==> src/rtl/toy_mmio_pkg.sv <==
// Shared register map, CTRL layout and reset constants for the toy MMIO timer.
package toy_mmio_pkg;

   localparam int unsigned DATA_W = 32;
   localparam int unsigned ADDR_W = 3;

   localparam logic [ADDR_W-1:0] ADDR_CTRL   = 3'd0;
   localparam logic [ADDR_W-1:0] ADDR_COUNT  = 3'd1;
   localparam logic [ADDR_W-1:0] ADDR_CMP    = 3'd2;
   localparam logic [ADDR_W-1:0] ADDR_STATUS = 3'd3;
   localparam logic [ADDR_W-1:0] ADDR_RELOAD = 3'd4;
   localparam logic [ADDR_W-1:0] ADDR_ID     = 3'd5;

   localparam int unsigned CTRL_EN      = 0;
   localparam int unsigned CTRL_IRQ_EN  = 1;
   localparam int unsigned CTRL_AUTO    = 2;
   localparam int unsigned CTRL_PRE_LSB = 8;
   localparam int unsigned CTRL_PRE_MSB = 15;
   localparam int unsigned PRESCALE_W   = CTRL_PRE_MSB - CTRL_PRE_LSB + 1;
   localparam int unsigned STATUS_MATCH = 0;

   localparam logic [DATA_W-1:0] ID_DEFAULT = 32'h544D_5231;
   localparam logic [DATA_W-1:0] CMP_RESET  = 32'hFFFF_FFFF;

   typedef struct packed {
      logic [PRESCALE_W-1:0] prescale;
      logic                  auto_rl;
      logic                  irq_en;
      logic                  en;
   } ctrl_t;

   // Place the CTRL fields at their architectural bit positions.
   function automatic logic [DATA_W-1:0] ctrl_word(input ctrl_t c);
      logic [DATA_W-1:0] w;
      w = '0;
      w[CTRL_EN]                   = c.en;
      w[CTRL_IRQ_EN]               = c.irq_en;
      w[CTRL_AUTO]                 = c.auto_rl;
      w[CTRL_PRE_MSB:CTRL_PRE_LSB] = c.prescale;
      return w;
   endfunction

endpackage

==> src/rtl/toy_timer_prescaler.sv <==
// Prescaler for the toy timer: emits a one-cycle tick every (prescale+1) enabled cycles.
module toy_timer_prescaler #(
   parameter int unsigned PRE_W = 8
) (
   input  logic             clk,
   input  logic             rst_n,
   input  logic             en,
   input  logic [PRE_W-1:0] prescale,
   input  logic             clr,
   output logic             tick_c
);

   logic [PRE_W-1:0] pre_cnt;

   assign tick_c = en && (pre_cnt == prescale);

   // Disabling freezes pre_cnt in place; only reset or clr zero it outside a tick.
   always_ff @(posedge clk) begin
      if (!rst_n) begin
         pre_cnt <= '0;
      end else if (clr || tick_c) begin
         pre_cnt <= '0;
      end else if (en) begin
         pre_cnt <= pre_cnt + PRE_W'(1);
      end
   end

endmodule

==> src/rtl/toy_mmio_timer.sv <==
// Memory-mapped timer on the RISC_TOY SRAM-style data port: prescaled counter, compare, sticky match, IRQ.
// Define TOY_TIMER_RELOAD_EN to build the RELOAD register and CTRL.AUTO reload-on-match.
module toy_mmio_timer
   import toy_mmio_pkg::*;
#(
   parameter logic [31:0] ID_VALUE = ID_DEFAULT,
   parameter int unsigned PRE_W    = 8
) (
   input  logic        CLK,
   input  logic        RSTN,
   input  logic        CSN,
   input  logic        WEN,
   input  logic [2:0]  A,
   input  logic [31:0] DI,
   output logic [31:0] DOUT,
   output logic        IRQ
);

   logic              wr_en;
   logic              rd_en;
   logic              count_wr;
   ctrl_t             ctrl;
   logic [DATA_W-1:0] count;
   logic [DATA_W-1:0] cmp;
   logic [DATA_W-1:0] reload;
   logic              match;
   logic              tick;
   logic              hit;
   logic [DATA_W-1:0] rd_data;

   assign wr_en    = !CSN && !WEN;
   assign rd_en    = !CSN && WEN;
   assign count_wr = wr_en && (A == ADDR_COUNT);
   assign hit      = tick && (count == cmp);
   assign IRQ      = match && ctrl.irq_en;

   toy_timer_prescaler #(
      .PRE_W (PRE_W)
   ) u_prescaler (
      .clk      (CLK),
      .rst_n    (RSTN),
      .en       (ctrl.en),
      .prescale (PRE_W'(ctrl.prescale)),
      .clr      (count_wr),
      .tick_c   (tick)
   );

`ifdef TOY_TIMER_RELOAD_EN
   always_ff @(posedge CLK) begin
      if (!RSTN) begin
         reload <= '0;
      end else if (wr_en && (A == ADDR_RELOAD)) begin
         reload <= DI;
      end
   end
`else
   assign reload = '0;
`endif

   // Read mux sees pre-edge register state, so DOUT gets the value held before the access edge.
   always_comb begin
      rd_data = '0;
      case (A)
         ADDR_CTRL:   rd_data = ctrl_word(ctrl);
         ADDR_COUNT:  rd_data = count;
         ADDR_CMP:    rd_data = cmp;
         ADDR_STATUS: rd_data = {{(DATA_W-1){1'b0}}, match};
         ADDR_RELOAD: rd_data = reload;
         ADDR_ID:     rd_data = ID_VALUE;
         default:     rd_data = '0;
      endcase
   end

   always_ff @(posedge CLK) begin
      if (!RSTN) begin
         ctrl  <= '0;
         count <= '0;
         cmp   <= CMP_RESET;
         match <= 1'b0;
         DOUT  <= '0;
      end else begin
         if (wr_en && (A == ADDR_CTRL)) begin
            ctrl.en       <= DI[CTRL_EN];
            ctrl.irq_en   <= DI[CTRL_IRQ_EN];
            ctrl.prescale <= DI[CTRL_PRE_MSB:CTRL_PRE_LSB];
`ifdef TOY_TIMER_RELOAD_EN
            ctrl.auto_rl  <= DI[CTRL_AUTO];
`else
            ctrl.auto_rl  <= 1'b0;
`endif
         end

         // Software write to COUNT wins over a coincident tick.
         if (count_wr) begin
            count <= DI;
         end else if (tick) begin
            count <= (ctrl.auto_rl && hit) ? reload : count + 32'd1;
         end

         if (wr_en && (A == ADDR_CMP)) begin
            cmp <= DI;
         end

         // A new match beats a coincident write-1-to-clear.
         if (hit) begin
            match <= 1'b1;
         end else if (wr_en && (A == ADDR_STATUS) && DI[STATUS_MATCH]) begin
            match <= 1'b0;
         end

         if (rd_en) begin
            DOUT <= rd_data;
         end
      end
   end

endmodule

==> config.mk <==
export PLATFORM = sky130hd
export DESIGN_NAME = toy_mmio_timer
export DESIGN_NICKNAME = d
export VERILOG_FILES = /design/src/rtl/toy_mmio_pkg.sv /design/src/rtl/toy_timer_prescaler.sv /design/src/rtl/toy_mmio_timer.sv
export SDC_FILE = /design/constraint.sdc
export NUM_CORES = 1
export LEC_CHECK = 0
export CORE_ASPECT_RATIO = 1.2
export CORE_MARGIN = 2
export CORE_UTILIZATION = 46
export CTS_BUF_LIST = sky130_fd_sc_hd__clkbuf_4 sky130_fd_sc_hd__clkbuf_8
export DETAILED_ROUTE_END_ITERATION = 8
export PLACE_DENSITY = 0.77
export SYNTH_ARGS = -nofsm -noshare
export SYNTH_HDL_FRONTEND = slang
export SYNTH_SLANG_ARGS = --single-unit
==> constraint.sdc <==
create_clock -name CLK -period 2.47 [get_ports CLK]
set_clock_uncertainty 0.2 [all_clocks]
set_input_delay 0.247 -clock CLK [delete_from_list [all_inputs] [get_ports CLK]]
set_output_delay 0.247 -clock CLK [all_outputs]
set_load 0.05 [all_outputs]
==> results of run 1 <==
[area by class of cell]
| type | instances | area, sq um | area share |
|---|---|---|---|
| Clock inverter | 13 | 159 | 0.0225 |
| Clock buffer | 19 | 255 | 0.0361 |
| Sequential cell | 115 | 2300 | 0.326 |
| Inverter | 5 | 18.8 | 0.00266 |
| Timing Repair Buffer | 102 | 966 | 0.137 |
| Tap cell | 161 | 201 | 0.0285 |
| Multi-Input combinational cell | 530 | 3160 | 0.447 |
[routing by layer]
metal	vias to the layer above	routed length, um	track usage
li1	2595	-	-
met1	2560	6540	0.292
met2	201	8440	0.441
met3	52	888	0.0586
met4	0	825	0.153
met5	-	0	0
[worst paths after layout]
path,cells past startpoint,slack (ns),from,end
worst max-delay path,2,0.15,ctrl[1],IRQ
worst min register to register,2,0.29,DOUT[14],DOUT[14]
worst min-delay path,3,0.19,DI[29],cmp[29]
worst max register to register,7,0.24,u_prescaler.pre_cnt[0],count[11]
[sequential cells by signal, indices dropped and copies added, names as in the netlist]
name	count
count	32
match	1
cmp	32
DOUT	32
u_prescaler.pre_cnt	8
ctrl	10
[power groups by stage]
stage | Sequential (mW) | Clock [mW] | Combinational, mW
after global placement | 2.00 | 0 | 0.471
after CTS | 1.96 | 1.86 | 0.484
after global routing | 1.97 | 1.94 | 0.525
after detailed placement | 2.00 | 0 | 0.479
after floorplan | 2.05 | 0 | 0.236
final | 1.96 | 1.84 | 0.488
[layout by cell type, fill, tap and decap left out, types with 2 or more instances in the layout]
cell type,instances
nand2_1,124
dfxtp_1,115
clkdlybuf4s50_1,70
o21ai_0,57
nand3_1,47
xnor2_1,46
nor2_1,42
a21oi_1,40
buf_4,28
xor2_1,27
a22oi_1,19
clkbuf_8,18
nor3_1,16
nand4_1,13
a22o_1,13
mux2i_1,11
a31oi_1,10
nor4_2,8
and3_1,6
nor4_1,6
a211oi_1,6
clkinvlp_4,6
and2_1,5
and4_1,5
nor2b_1,4
inv_1,4
or3_1,3
o22ai_1,3
bufinv_16,3
clkinv_2,3
nor3_4,2
nand3_4,2
nor3_2,2
nand4_2,2
ha_1,2
buf_12,2
[metrics by stage]
step	hold WS, ns	total power, mW
after floorplan	0.171	2.28
after global placement	0.278	2.47
after detailed placement	0.289	2.48
after CTS	0.177	4.30
after global routing	0.195	4.43
final	0.195	4.30
[kinds of logic after synthesis]
kind of cell	share of synthesized area
buffers and inverters	0.0500
adders and majority gates	0.00435
and+or+nand+nor	0.262
xor gates and xnor gates	0.111
AOI/OAI and AO/OA	0.153
muxes	0.0191
DFF	0.400
[worst register-to-register path: stages (launching register included)]
cell and delay, ns:
dfxtp_1 0.43, xnor2_1 0.14, and4_1 0.30, nand3_4 0.23, buf_4 0.26, nor4_2 0.30
xnor2_1 0.16, a21oi_1 0.09
==> results by group, run 1 <==
Logic synthesis
  – Area share of the largest cell type after synthesis: 0.400
  – Synthesized instance count: 707
  – Synthesized area per cell: 8.13 sq um
  – Mapped Nets: 748
  – Yosys reg bits: 115
  – Asr flop ratio synth: 0
  – Cell taking the most area after synthesis: dfxtp_1
  – Distinct cells, synth: 45
  – Ys Warns: 0
  – Commonest cells post-synth: nand2_1, dfxtp_1, o21ai_0
  – Synth area leaders: dfxtp_1, nand2_1, xnor2_1, o21ai_0, xor2_1
  – Cell with the most instances after synthesis: nand2_1
  – Sequential share of the synthesized area: 0.400
  – Ys flop type: dfxtp_1
  – Number of enable flip-flop cells after synthesis: 0
  – Mapped cell area: 5750 sq um

STA
  – Final WS setup: 0.153 ns
  – Max_slew headroom: 0.535
  – Setup Viol. Count Final: 0
  – Worst Tran Pin Value: 0.696 ns
  – Period utilization: 0.938
  – Endpoints failing hold: 0
  – Max-slew violations: 0
  – RSZ-0062 raised after global routing: false
  – Final setup TNS: 0 ns
  – Fin crit period: 2.32 ns
  – Fmax achieved: 0.432 GHz

GRT
  – GRT Util Overall: 0.257
  – Initial antenna violation count: 0
  – Grt ovf: 0
  – Number of global-route vias before repair: 5362
  – First-pass GRT wire length: 26800 um
  – Largest net degree at the start of global routing: 47

Finish
  – Final core utilization: 0.581
  – Fill count: 1119
  – Final net count: 812
  – Layout cells sized above 1: 0.107
  – Diodes inserted: 0
  – Fin area: 7060 sq um
  – Area growth from synthesis to layout: 22.8%
  – Layout Cells excl Fill: 945

Detailed routing
  – Routed len/inst: 17.7 um
  – Routed Wire Length: 16700 um
  – Detail Route Antenna Nets: 0
  – DRC: 0
  – Vias per cell: 5.72
  – Vias post-DR: 5408
  – Initial drt markers: 412
  – 1st-pass router iterations: 5

CTS
  – CTS tree: done
  – Post-CTS resize count: 0
  – Clk_lat worst skew: 0.46 ns
  – Max Root-Sink Buffers: 2
  – Clock sinks: 115
  – Num CTS Buffers: 17
  – Post-CTS Setup Inserts: 0
  – Clk slew on worst S/H paths: 0.08 ns
  – H-Tree Depth: 4
  – Hold Buf Count CTS: 1
  – Clock root buffer master: clkbuf_8

Placed design
  – DP HPWL: 12200 um
  – Placed cell area: 6640 sq um
  – IO buf count: 71
  – DP Worst Slack: 0.253 ns
  – Placed Instances: 912
  – Gp weighted congestion: 0.936

Pwr
  – Max VDD drop: 284 uV
  – Int Power: 3.14 mW
  – Clock power share: 0.429
  – Sw power: 1.16 mW
  – Switching Share: 0.270
  – Leakage power: 2.57 nW
  – Part of the power in registers: 0.457
  – Pwr per Cell Area: 608 nW/um^2
  – Comb pwr share: 0.114

Setup path
  – Startpoint Class: flip-flop
  – Crit path max-delay cell type: clkdlybuf4s50_1
  – Kind of cell adding the most delay to the critical path: buffers and inverters
  – Worst EP required: 2.02 ns
  – WP buf/inv: 1
  – CP Max Fanout: 3
  – Critical Path AT: 1.87 ns
  – Cell Chain, Critical Path: and2_1 > clkdlybuf4s50_1
  – Critical Path End Type: output port
  – Kind of critical path: flip-flop to output port
  – Slowest cell delay on critical path: 0.81 ns

Die
  – CORE AREA: 12200 sq um
  – Die height: 126 um
  – Die width: 106 um
  – Io pins: 72
  – Die area: 13400 sq um
  – FP Rows: 44
  – Initial core utilization: 0.473

Worst hold path
  – Hold crit path type: input port to flip-flop

Flow run
  – Max-Cap Viols: 0

Outcome
  – Outcome: finished clean
No activity file was read; power rests on OpenSTA's default activity.
==> inputs of run 2 (changes only) <==
--- a/config.mk
+++ b/config.mk
@@ -11,6 +11,8 @@
 export CTS_BUF_LIST = sky130_fd_sc_hd__clkbuf_4 sky130_fd_sc_hd__clkbuf_8
 export DETAILED_ROUTE_END_ITERATION = 8
 export PLACE_DENSITY = 0.77
+export REMOVE_ABC_BUFFERS = 1
+export SKIP_CTS_REPAIR_TIMING = 1
 export SYNTH_ARGS = -nofsm -noshare
 export SYNTH_HDL_FRONTEND = slang
 export SYNTH_SLANG_ARGS = --single-unit
==> run 2 against run 1 <==
Net effect: sequential power hardly changed; fmax grew 1.3%; clock power grew 2%; first-iteration DRC count up 9.7%; sequential cell count unchanged; worst setup slack better by 0.030 ns; die area is the same; utilization up 0.64 points; total power rose by 0.73%; largest cell class unchanged.
==> results by group, run 2 (synthesis gave the netlist of run 1 again) <==
Outcome
  – Outcome: finished clean

Setup path
  – Startpoint Class: flip-flop
  – Worst R2R Setup Slack: 0.22 ns
  – Cell Chain, Critical Path: and2_1 > clkdlybuf4s50_1
  – CP Max Fanout: 3
  – Worst EP required: 2.02 ns
  – Crit path max-delay cell type: clkdlybuf4s50_1
  – Slowest cell delay on critical path: 0.80 ns
  – Critical Path AT: 1.84 ns
  – Worst flop-to-flop path startpoint: count[4]
  – Reg-to-reg endpoint: count[25]
  – R2R cell count: 6
  – Crit path to: IRQ
  – Kind of critical path: flip-flop to output port
  – Critical Path End Type: output port
  – Crit path launch: ctrl[1]

Detailed routing
  – 1st-pass router iterations: 5
  – DRC: 0
  – Vias post-DR: 5561
  – Initial drt markers: 452
  – Routed Wire Length: 16900 um
  – Vias per cell: 5.82
  – Detail Route Antenna Nets: 0
  – Routed len/inst: 17.7 um

Finish
  – Area growth from synthesis to layout: 24.2%
  – Layout cells sized above 1: 0.120
  – Final net count: 823
  – Multi-input gate area: 3160 sq um
  – Most frequent cells in the layout: nand2_1, dfxtp_1, clkdlybuf4s50_1, o21ai_0, nand3_1
  – Diodes inserted: 0
  – Regs by FF count: DOUT (32), cmp (32), count (32)
  – Fin area: 7140 sq um
  – Fill count: 1076
  – Storage cell area: 2300 sq um
  – Final core utilization: 0.587
  – Most common library cell in the layout ignoring fill and taps: nand2_1
  – Layout Cells excl Fill: 955

Die
  – Die width: 106 um
  – Io pins: 72
  – Die area: 13400 sq um
  – FP Rows: 44
  – Initial core utilization: 0.473
  – Die height: 126 um
  – CORE AREA: 12200 sq um

Placed design
  – Gp weighted congestion: 0.941
  – Placed cell area: 6660 sq um
  – Placed Instances: 917
  – IO buf count: 71
  – DP HPWL: 11900 um

CTS
  – Num CTS Buffers: 17
  – Max Root-Sink Buffers: 2
  – Clk_lat worst skew: 0.46 ns
  – CTS tree: done
  – H-Tree Depth: 4
  – Clock sinks: 115
  – Clock root buffer master: clkbuf_8
  – Clk slew on worst S/H paths: 0.07 ns

Pwr
  – Max VDD drop: 285 uV
  – Comb pwr share: 0.111
  – Sw power: 1.12 mW
  – Clock power share: 0.435
  – Leakage power: 2.63 nW
  – Switching Share: 0.258
  – Int Power: 3.21 mW
  – Pwr per Cell Area: 606 nW/um^2
  – Part of the power in registers: 0.454

STA
  – Fmax achieved: 0.437 GHz
  – RSZ-0062 raised after global routing: false
  – Fin crit period: 2.29 ns
  – Period utilization: 0.926
  – Setup Viol. Count Final: 0
  – Worst Tran Pin Value: 0.707 ns
  – Max_slew headroom: 0.528
  – Max-slew violations: 0
  – Endpoints failing hold: 0
  – Fin Hold WS: 0.0400 ns

GRT
  – Largest net degree at the start of global routing: 50
  – First-pass GRT wire length: 26700 um
  – Grt ovf: 0
  – GRT Util Overall: 0.255
  – Number of global-route vias before repair: 5309
  – Initial antenna violation count: 0

Flow run
  – Max-Cap Viols: 0

Worst hold path
  – Hold crit path type: input port to flip-flop
  – Cells on Worst Hold Path: 3
## run 2: layout make-up
class / count / share of cell area
Timing Repair Buffer: 113 / 0.145
Sequential cell: 115 / 0.322
Clock buffer: 22 / 0.0415
Tap cell: 161 / 0.0282
Clock inverter: 9 / 0.0179
Inverter: 5 / 0.00263
Multi-Input combinational cell: 530 / 0.443
## run 2: worst min path at each step
stage          slack (ns)      end  startpoint
2_1_floorplan        0.12   cmp[0]        RSTN
3_3_place_gp         0.28  ctrl[8]     ctrl[8]
3_5_place_dp         0.29  cmp[16]     cmp[16]
4_1_cts              0.03  cmp[26]        RSTN
5_1_grt              0.05   cmp[7]        RSTN
6_report             0.04  cmp[26]        RSTN
## run 2: power groups by stage
stage | Combinational (mW) | Clock [mW] | Sequential [mW]
global placement | 0.466 | 0 | 2.00
CTS | 0.476 | 1.89 | 1.96
floorplan | 0.176 | 0 | 2.06
global route | 0.517 | 1.98 | 1.97
detailed placement | 0.472 | 0 | 2.00
finish | 0.482 | 1.88 | 1.96
## run 2: per-layer routing
metal,vias to the layer above,wire (um),GRT usage
met3,56,1090,0.0545
met4,0,678,0.141
li1,2619,-,-
met5,-,0,0
met2,263,8470,0.436
met1,2623,6650,0.296
## run 2: metrics by stage
stage | setup slack (ns) | power [mW] | setup TNS [ns]
2_1_floorplan | -0.325 | 2.24 | -7.98
3_3_place_gp | 0.216 | 2.47 | 0
3_5_place_dp | 0.209 | 2.48 | 0
4_1_cts | 0.191 | 4.33 | 0
5_1_grt | 0.108 | 4.46 | 0
6_report | 0.183 | 4.33 | 0
## run 2: worst max-delay path: cells and delay by family (launching register included)
kind | cells | cell delay, ns
buffers and inverters | 1 | 0.80
flip-flops | 1 | 0.40
AND/OR/NAND/NOR | 1 | 0.18
